**src/rtl/ternary_pkg.sv**
```systemverilog
// Shared opcodes, state encoding and sizing helpers for the ternary matrix-vector engine.
package ternary_pkg;

    localparam logic [3:0] OP_LOAD    = 4'hA;
    localparam logic [3:0] OP_MULT    = 4'hF;
    localparam logic [3:0] OP_REDRAIN = 4'hB;
    localparam logic [3:0] OP_CLEAR   = 4'h5;

    typedef enum logic [1:0] {S_IDLE, S_LOAD, S_MULT, S_DRAIN} state_t;

    localparam logic [1:0] W_ZERO = 2'b00;
    localparam logic [1:0] W_POS  = 2'b01;
    localparam logic [1:0] W_NEG  = 2'b11;

    localparam int ACT_W = 8;
    // Row/column counters hold 1..16, so one spare bit above a 4-bit index.
    localparam int CNT_W = 5;

    function automatic int acc_width(input int in_len);
        return ACT_W + $clog2(in_len) + 1;
    endfunction

endpackage

```
**src/rtl/ternary_acc_lane.sv**
```systemverilog
// One output row: ternary weights, two-term accumulate per beat, saturating readout.
module ternary_acc_lane
    import ternary_pkg::*;
#(
    parameter int IN_LEN = 16,
    parameter int OUT_W  = 8,
    parameter int ACC_W  = 13
) (
    input  logic                           clk,
    input  logic                           rst_n,
    input  logic                           clear,
    input  logic                           load_en,
    input  logic [IN_LEN-1:0]              col_we,
    input  logic [IN_LEN-1:0][1:0]         col_code,
    input  logic                           mult_en,
    input  logic                           first,
    input  logic [CNT_W-1:0]               col,
    input  logic signed [ACT_W-1:0]        x0,
    input  logic signed [ACT_W-1:0]        x1,
    input  logic                           x1_en,
    output logic [OUT_W-1:0]               data,
    output logic                           sat
);

    localparam int SMAX_I = 2 ** (OUT_W - 1) - 1;
    localparam int SMIN_I = -(2 ** (OUT_W - 1));
    localparam logic signed [ACC_W-1:0] SMAX = SMAX_I[ACC_W-1:0];
    localparam logic signed [ACC_W-1:0] SMIN = SMIN_I[ACC_W-1:0];

    logic [IN_LEN-1:0][1:0]  w;
    logic signed [ACC_W-1:0] acc, base, t0, t1;
    logic [1:0]              wa, wb;

    function automatic logic signed [ACC_W-1:0] tmul(input logic [1:0] code,
                                                     input logic signed [ACT_W-1:0] x);
        logic signed [ACC_W-1:0] xe;
        xe = {{(ACC_W-ACT_W){x[ACT_W-1]}}, x};
        case (code)
            W_POS:   tmul = xe;
            W_NEG:   tmul = -xe;
            default: tmul = '0;
        endcase
    endfunction

    always_comb begin
        wa = W_ZERO;
        wb = W_ZERO;
        for (int c = 0; c < IN_LEN; c++) begin
            if (col == CNT_W'(c))              wa = w[c];
            if (col + CNT_W'(1) == CNT_W'(c))  wb = w[c];
        end
    end

    always_comb begin
        base = first ? '0 : acc;
        t0   = tmul(wa, x0);
        t1   = x1_en ? tmul(wb, x1) : '0;
    end

    always_ff @(posedge clk) begin
        if (!rst_n || clear) begin
            w   <= '0;
            acc <= '0;
        end else begin
            if (load_en) begin
                for (int c = 0; c < IN_LEN; c++)
                    if (col_we[c]) w[c] <= col_code[c];
            end
            if (mult_en) acc <= base + t0 + t1;
        end
    end

    always_comb begin
        sat  = 1'b0;
        data = acc[OUT_W-1:0];
        if (acc > SMAX) begin
            sat  = 1'b1;
            data = SMAX[OUT_W-1:0];
        end else if (acc < SMIN) begin
            sat  = 1'b1;
            data = SMIN[OUT_W-1:0];
        end
    end

endmodule

```
**src/rtl/ternary_mvm_engine.sv**
```systemverilog
// Command-driven ternary matrix-vector engine: opcode decode, weight load, MULT beats, DRAIN stream.
module ternary_mvm_engine
    import ternary_pkg::*;
#(
    parameter int IN_LEN  = 16,
    parameter int OUT_LEN = 8,
    parameter int OUT_W   = 8
) (
    input  logic             clk,
    input  logic             rst_n,
    input  logic             in_valid,
    input  logic [15:0]      in_word,
    output logic             in_ready,
    output logic             out_valid,
    output logic [OUT_W-1:0] out_data,
    input  logic             out_ready,
    output logic             busy,
    output logic             err,
    output logic             sat_flag
);

    localparam int ACC_W = acc_width(IN_LEN);
    localparam logic [CNT_W-1:0] OUT_MAX = CNT_W'(OUT_LEN);
    localparam logic [CNT_W-1:0] IN_MAX  = CNT_W'(IN_LEN);

    state_t           state;
    logic [CNT_W-1:0] n_out, n_in, row, beat, col, idx, bpr, req_out, req_in;
    logic [8:0]       n_vec;
    logic             auto_mult, redrain;
    logic             in_xfer, out_xfer, clear, first, x1_en, sel_sat;
    logic [OUT_W-1:0] sel_data;

    logic [OUT_LEN-1:0]            load_en, mult_en, lane_sat;
    logic [OUT_LEN-1:0][OUT_W-1:0] lane_data;
    logic [IN_LEN-1:0]             col_we;
    logic [IN_LEN-1:0][1:0]        col_code;

    assign in_ready  = (state != S_DRAIN);
    assign out_valid = (state == S_DRAIN);
    assign busy      = (state != S_IDLE);
    assign in_xfer   = in_valid & in_ready;
    assign out_xfer  = out_valid & out_ready;

    assign bpr     = (n_in + CNT_W'(7)) >> 3;
    assign req_out = {1'b0, in_word[11:8]} + CNT_W'(1);
    assign req_in  = {1'b0, in_word[7:4]} + CNT_W'(1);
    assign clear   = (state == S_IDLE) && in_xfer && (in_word[15:12] == OP_CLEAR);
    assign first   = (col == '0);
    // Odd n_in: the upper byte of the last beat falls outside the active columns.
    assign x1_en   = (col + CNT_W'(1)) < n_in;

    for (genvar c = 0; c < IN_LEN; c++) begin : g_col
        assign col_we[c]   = (CNT_W'(c / 8) == beat) && (CNT_W'(c) < n_in);
        assign col_code[c] = in_word[2*(c%8) +: 2];
    end

    for (genvar r = 0; r < OUT_LEN; r++) begin : g_lane
        assign load_en[r] = (state == S_LOAD) && in_xfer && (row == CNT_W'(r));
        assign mult_en[r] = (state == S_MULT) && in_xfer && (CNT_W'(r) < n_out);

        ternary_acc_lane #(.IN_LEN(IN_LEN), .OUT_W(OUT_W), .ACC_W(ACC_W)) u_lane (
            .clk      (clk),
            .rst_n    (rst_n),
            .clear    (clear),
            .load_en  (load_en[r]),
            .col_we   (col_we),
            .col_code (col_code),
            .mult_en  (mult_en[r]),
            .first    (first),
            .col      (col),
            .x0       (in_word[7:0]),
            .x1       (in_word[15:8]),
            .x1_en    (x1_en),
            .data     (lane_data[r]),
            .sat      (lane_sat[r])
        );
    end

    always_comb begin
        sel_data = '0;
        sel_sat  = 1'b0;
        for (int r = 0; r < OUT_LEN; r++) begin
            if (idx == CNT_W'(r)) begin
                sel_data = lane_data[r];
                sel_sat  = lane_sat[r];
            end
        end
    end

    assign out_data = out_valid ? sel_data : '0;

    always_ff @(posedge clk) begin
        if (!rst_n) begin
            state     <= S_IDLE;
            n_out     <= OUT_MAX;
            n_in      <= IN_MAX;
            n_vec     <= '0;
            row       <= '0;
            beat      <= '0;
            col       <= '0;
            idx       <= '0;
            auto_mult <= 1'b0;
            redrain   <= 1'b0;
            err       <= 1'b0;
            sat_flag  <= 1'b0;
        end else begin
            case (state)
                S_IDLE: if (in_xfer) begin
                    case (in_word[15:12])
                        OP_LOAD: begin
                            if (req_out > OUT_MAX) begin
                                n_out <= OUT_MAX;
                                err   <= 1'b1;
                            end else n_out <= req_out;
                            if (req_in > IN_MAX) begin
                                n_in <= IN_MAX;
                                err  <= 1'b1;
                            end else n_in <= req_in;
                            auto_mult <= in_word[0];
                            row       <= '0;
                            beat      <= '0;
                            state     <= S_LOAD;
                        end
                        OP_MULT: begin
                            n_vec <= {1'b0, in_word[7:0]} + 9'd1;
                            col   <= '0;
                            state <= S_MULT;
                        end
                        OP_REDRAIN: begin
                            redrain <= 1'b1;
                            idx     <= '0;
                            state   <= S_DRAIN;
                        end
                        OP_CLEAR: begin
                            err      <= 1'b0;
                            sat_flag <= 1'b0;
                        end
                        default: err <= 1'b1;
                    endcase
                end
                S_LOAD: if (in_xfer) begin
                    if (beat == bpr - CNT_W'(1)) begin
                        beat <= '0;
                        if (row == n_out - CNT_W'(1)) begin
                            row <= '0;
                            if (auto_mult) begin
                                n_vec <= 9'd1;
                                col   <= '0;
                                state <= S_MULT;
                            end else state <= S_IDLE;
                        end else row <= row + CNT_W'(1);
                    end else beat <= beat + CNT_W'(1);
                end
                S_MULT: if (in_xfer) begin
                    if (col + CNT_W'(2) >= n_in) begin
                        col     <= '0;
                        idx     <= '0;
                        redrain <= 1'b0;
                        state   <= S_DRAIN;
                    end else col <= col + CNT_W'(2);
                end
                S_DRAIN: if (out_xfer) begin
                    if (sel_sat) sat_flag <= 1'b1;
                    if (idx == n_out - CNT_W'(1)) begin
                        idx <= '0;
                        if (!redrain) n_vec <= n_vec - 9'd1;
                        if (!redrain && n_vec > 9'd1) begin
                            col   <= '0;
                            state <= S_MULT;
                        end else state <= S_IDLE;
                    end else idx <= idx + CNT_W'(1);
                end
                default: state <= S_IDLE;
            endcase
        end
    end

endmodule

```
**config.mk**
```make
export PLATFORM = sky130hd
export DESIGN_NAME = ternary_mvm_engine
export DESIGN_NICKNAME = d
export VERILOG_FILES = /design/src/rtl/ternary_pkg.sv /design/src/rtl/ternary_acc_lane.sv /design/src/rtl/ternary_mvm_engine.sv
export SDC_FILE = /design/constraint.sdc
export NUM_CORES = 2
export LEC_CHECK = 0
export ABC_AREA = 1
export BUFFER_PORTS_ARGS = -buffer_cell sky130_fd_sc_hd__buf_2
export CAP_MARGIN = 20
export CORE_UTILIZATION = 35
export DETAILED_ROUTE_END_ITERATION = 10
export PLACE_DENSITY_LB_ADDON = 0.1
export SYNTH_ARGS = -nofsm -noshare
export SYNTH_HDL_FRONTEND = slang
export SYNTH_SLANG_ARGS = --single-unit
```
**constraint.sdc**
```tcl
create_clock -name clk -period 8 [get_ports clk]
set_input_delay 0 -clock clk [delete_from_list [all_inputs] [get_ports clk]]
set_output_delay 0 -clock clk [all_outputs]
set_load 0.02 [all_outputs]
```
==> summary.md <==
| Metric | Value |
|---|---|
| VDD IR max | 0.000278 V |
| Worst R2R Setup Slack | 1.89 ns |
| Final min period | roughly 6.1 ns |
| H-tree depth | 2 |
| # Max-Cap Violations | 0 |
| Async S/R FF share, synth | 0% |
| Outcome | completed |
| Starting density of the core | 35.4% |
| Crit Path Category | flip-flop to flip-flop |
| Power Density | 255 mW/mm^2 |
| I/O Buffers | 32 |
| Cell row count | 105 |
| CTS tree | done |
| Final net count | 4554 |
| Mapped cell area | 0.0291 sq mm |
| Global-route met3 utilization | approximately 3.5% |
| Post-DP HPWL | 81400 um |
| Vias post-DR | 28800 |
| Switching share of power | 45.6% |
| CTS root buf | clkbuf_16 |
| Multi-input logic area | 0.0178 sq mm |
| Synth area leaders | dfxtp_1 28%, nand2_1 10%, a21oi_1 8.5% |
| Max Freq | 0.164 GHz |
| RR Endpoint | g_lane[3].u_lane.acc[11] |
| GR Overflow Total | 0 |
| Internal Power | 4.45 mW |
| Yosys synthesis warning count | 0 |
| Synth top area share | 27.8% |
| Final Max Tran Viols | 0 |
| Initial DRC count | roughly 2400 |
| Io pins | 33 |
| Fin util | between 30% and 40% |
| GPL Wtd Cong | approximately 0.91 |
| Die ar. | 0.0843 sq mm |
| Syn nets | 4581 |
| Pin count of the biggest net entering global routing | 236 |
| Req. time, crit path | 8.49 ns |
| CP top delay family | buffers and inverters |
| Fin crit share | 76.4% |
| Share of cells above drive strength 1 | 6.15% |
| Reg area | 0.00809 sq mm |
| Clock power frac | 29.1% |
| Final ANT Viol Nets | 0 |
| Worst Path Buf+Inv | 8 |
| Antenna cells | 0 |
| Most Used Layer, Global Route | met2 |
| Most common cell after layout, fill and taps aside | nand2_1 |
| Max Fanout on Critical Path | 38 |
| Layout Cells excl Fill | 5412 |
| Worst R2R Start | col[4] |
| Drt via density | between 5 and 6 |
| Synth Register Bits | 404 |
| Clock buffer count from CTS | 51 |
| Initial antenna violation count | 2 |
| Number of cells after detailed placement | 5311 |
| Post-synth top area cell | dfxtp_1 |
| Commonest non-fill, non-tap cells in the layout | 786 x nand2_1, 639 x inv_1, 496 x a21oi_1, 466 x o21ai_0, 404 x dfxtp_1 |
| Clk buf depth | 3 |
| Flop pwr share | 28.0% |
| Total core area | 0.0822 sq mm |
| Die X | between 200 and 300 um |
| Synth unique cells | 62 |
| Hold Path Cell Cnt | 4 |
| EDFF count, synth | 0 |
| Dominant synthesized flop cell | dfxtp_1 |
| Slowest stage cell, crit path | inv_2 |
| Clock Skew | 0.0327 ns |
| Fin Setup TNS | 0 ns |
| Clock slew seen by the registers of the worst setup and hold paths | 0.06 ns |
| Met1 Use GR | 36.6% |
| RSZ-0062 raised after global routing | false |
| HP Class | input port to flip-flop |
| CTS resizes | 0 |
| Die Y-Extent | 290 um |
| Fillers | between 9000 and 10000 |
| First-pass GRT wire length | roughly 170000 um |
| Comb power frac | 42.9% |
| Number of global-route vias before repair | 27300 |
| Drt wl/cell | slightly above 20 um |
| Residual DRC count | 0 |
| GRT Overall Usage | a little over a quarter |
| Slew margin rel. | 12.2% |
| Routing usage on met2 | a little over two fifths |
| Post-synthesis sequential area ratio | 27.8% |
| Slew @ Worst Pin | 1.32 ns |
| CP Data Arrival Time | roughly 6.6 ns |
| First drt pass iteration count | 6 |
| Hold endpoint | g_lane[0].u_lane.acc[0] |
| CP most frequent cell | inv_1 |
| Post-CTS setup buffer count | 0 |
| Cts hold-fix bufs | 12 |
| Worst setup EP type | flip-flop |
| Sink Count | between 400 and 500 |
| Final setup viols | 0 |
| Syn Inst Count | 4333 |
| Syn avg cell area | 6.72 sq um |
| Cells on worst reg2reg path | 29 |
| Startpoint Class | flip-flop |
| Static Leak | 14.2 nW |
| Area Growth Syn to Fin | 10.2% |
| Clk_lat worst skew | between 0.6 and 0.7 ns |
| P_sw | 3.73 mW |
| Hold Vio Cnt, Final | 0 |
| Hold path start | in_word[0] |
| DRT Wirelength | 112000 um |
| CP max stage delay | 0.52 ns |
## Yosys cell counts, drive strengths merged (7+ instances only)
| master | number |
|---|---|
| a211oi | 37 |
| o2111ai | 7 |
| fa | 104 |
| or2 | 30 |
| xnor2 | 21 |
| clkinv | 13 |
| a31oi | 19 |
| a21oi | 503 |
| nand2 | 804 |
| nor2 | 409 |
| xor2 | 83 |
| clkbuf | 113 |
| nor3 | 43 |
| dfxtp | 404 |
| o31ai | 8 |
| nand3 | 146 |
| nand4 | 106 |
| o21bai | 20 |
| ha | 124 |
| inv | 664 |
| o22ai | 85 |
| o211ai | 12 |
| o21ai | 479 |
| buf | 56 |
## routing by layer
layer / vias to the layer above / routed length (um)
li1: 14200 / -
met1: 13400 / 51100
met2: 1006 / 49800
met3: 172 / 8100
met4: 2 / 3080
met5: - / 13
## flip-flops by register name (all words and copies together), names as in the netlist, 2 cells and up
register / count
n_vec: 9
n_in: 5
col: 4
n_out: 5
g_lane.u_lane.acc: 104
state: 2
g_lane.u_lane.w: 256
beat: 5
idx: 5
row: 5
## cells by family (layout without fill, tap and decap cells)
logic type                 after synthesis  in the layout  share of synthesized area (%)
and+or+nand+nor                       1558           1558                           23.2
AOI/OAI and AO/OA                     1192           1192                           22.1
buffers and inverters                  846            855                           11.3
DFF                                    404            404                           27.8
adders and majority gates              228            228                           12.5
xor gates and xnor gates               104            104                           3.13
other                                    1              1                         0.0129
## metrics by stage
| stage | setup WS, ns | hold slack, ns | power [mW] | instance area, sq um |
|---|---|---|---|---|
| finish | 1.89 | 0.0560 | 8.18 | 32100 |
| global route | 1.40 | 0.0514 | 8.66 | 32100 |
| CTS | 2.00 | 0.0144 | 8.19 | 32100 |
| detailed placement | 2.06 | 0.426 | 5.78 | 30300 |
| global placement | 2.06 | 0.422 | 5.78 | 30300 |
| floorplan | 2.81 | 0.178 | 4.65 | 29100 |
## worst min-delay path, stage by stage
cell and delay (ns):
buf_2 0.24, nand2_1 0.15, fa_1 0.16, a21oi_1 0.05
## power by group through the flow
stage | Combinational, mW | Clock (mW) | Sequential (mW)
final | 3.51 | 2.38 | 2.29
after global routing | 3.85 | 2.50 | 2.31
after CTS | 3.47 | 2.43 | 2.29
after detailed placement | 3.45 | 0 | 2.33
after global placement | 3.44 | 0 | 2.33
after floorplan | 2.37 | 0 | 2.28
## worst max-delay path by stage
stage	to	slack (ns)	cells after the start	start
after floorplan	g_lane[3].u_lane.acc[11]	2.81	29	col[4]
after global placement	g_lane[3].u_lane.acc[11]	2.06	29	col[4]
after detailed placement	g_lane[3].u_lane.acc[11]	2.06	29	col[4]
after CTS	g_lane[3].u_lane.acc[11]	2.00	29	col[4]
after global routing	g_lane[3].u_lane.acc[11]	1.40	29	col[4]
final	g_lane[3].u_lane.acc[11]	1.89	29	col[4]
## cell type report
class | count | share of cell area, %
clock inverter | 14 | 0.643
tap | 1070 | 4.17
sequential | 404 | 25.2
inverter | 677 | 7.94
multi-input combinational | 3083 | 55.5
clock buffer | 75 | 4.61
timing repair buffer | 89 | 1.97
Power figures use the tool's default switching activity.
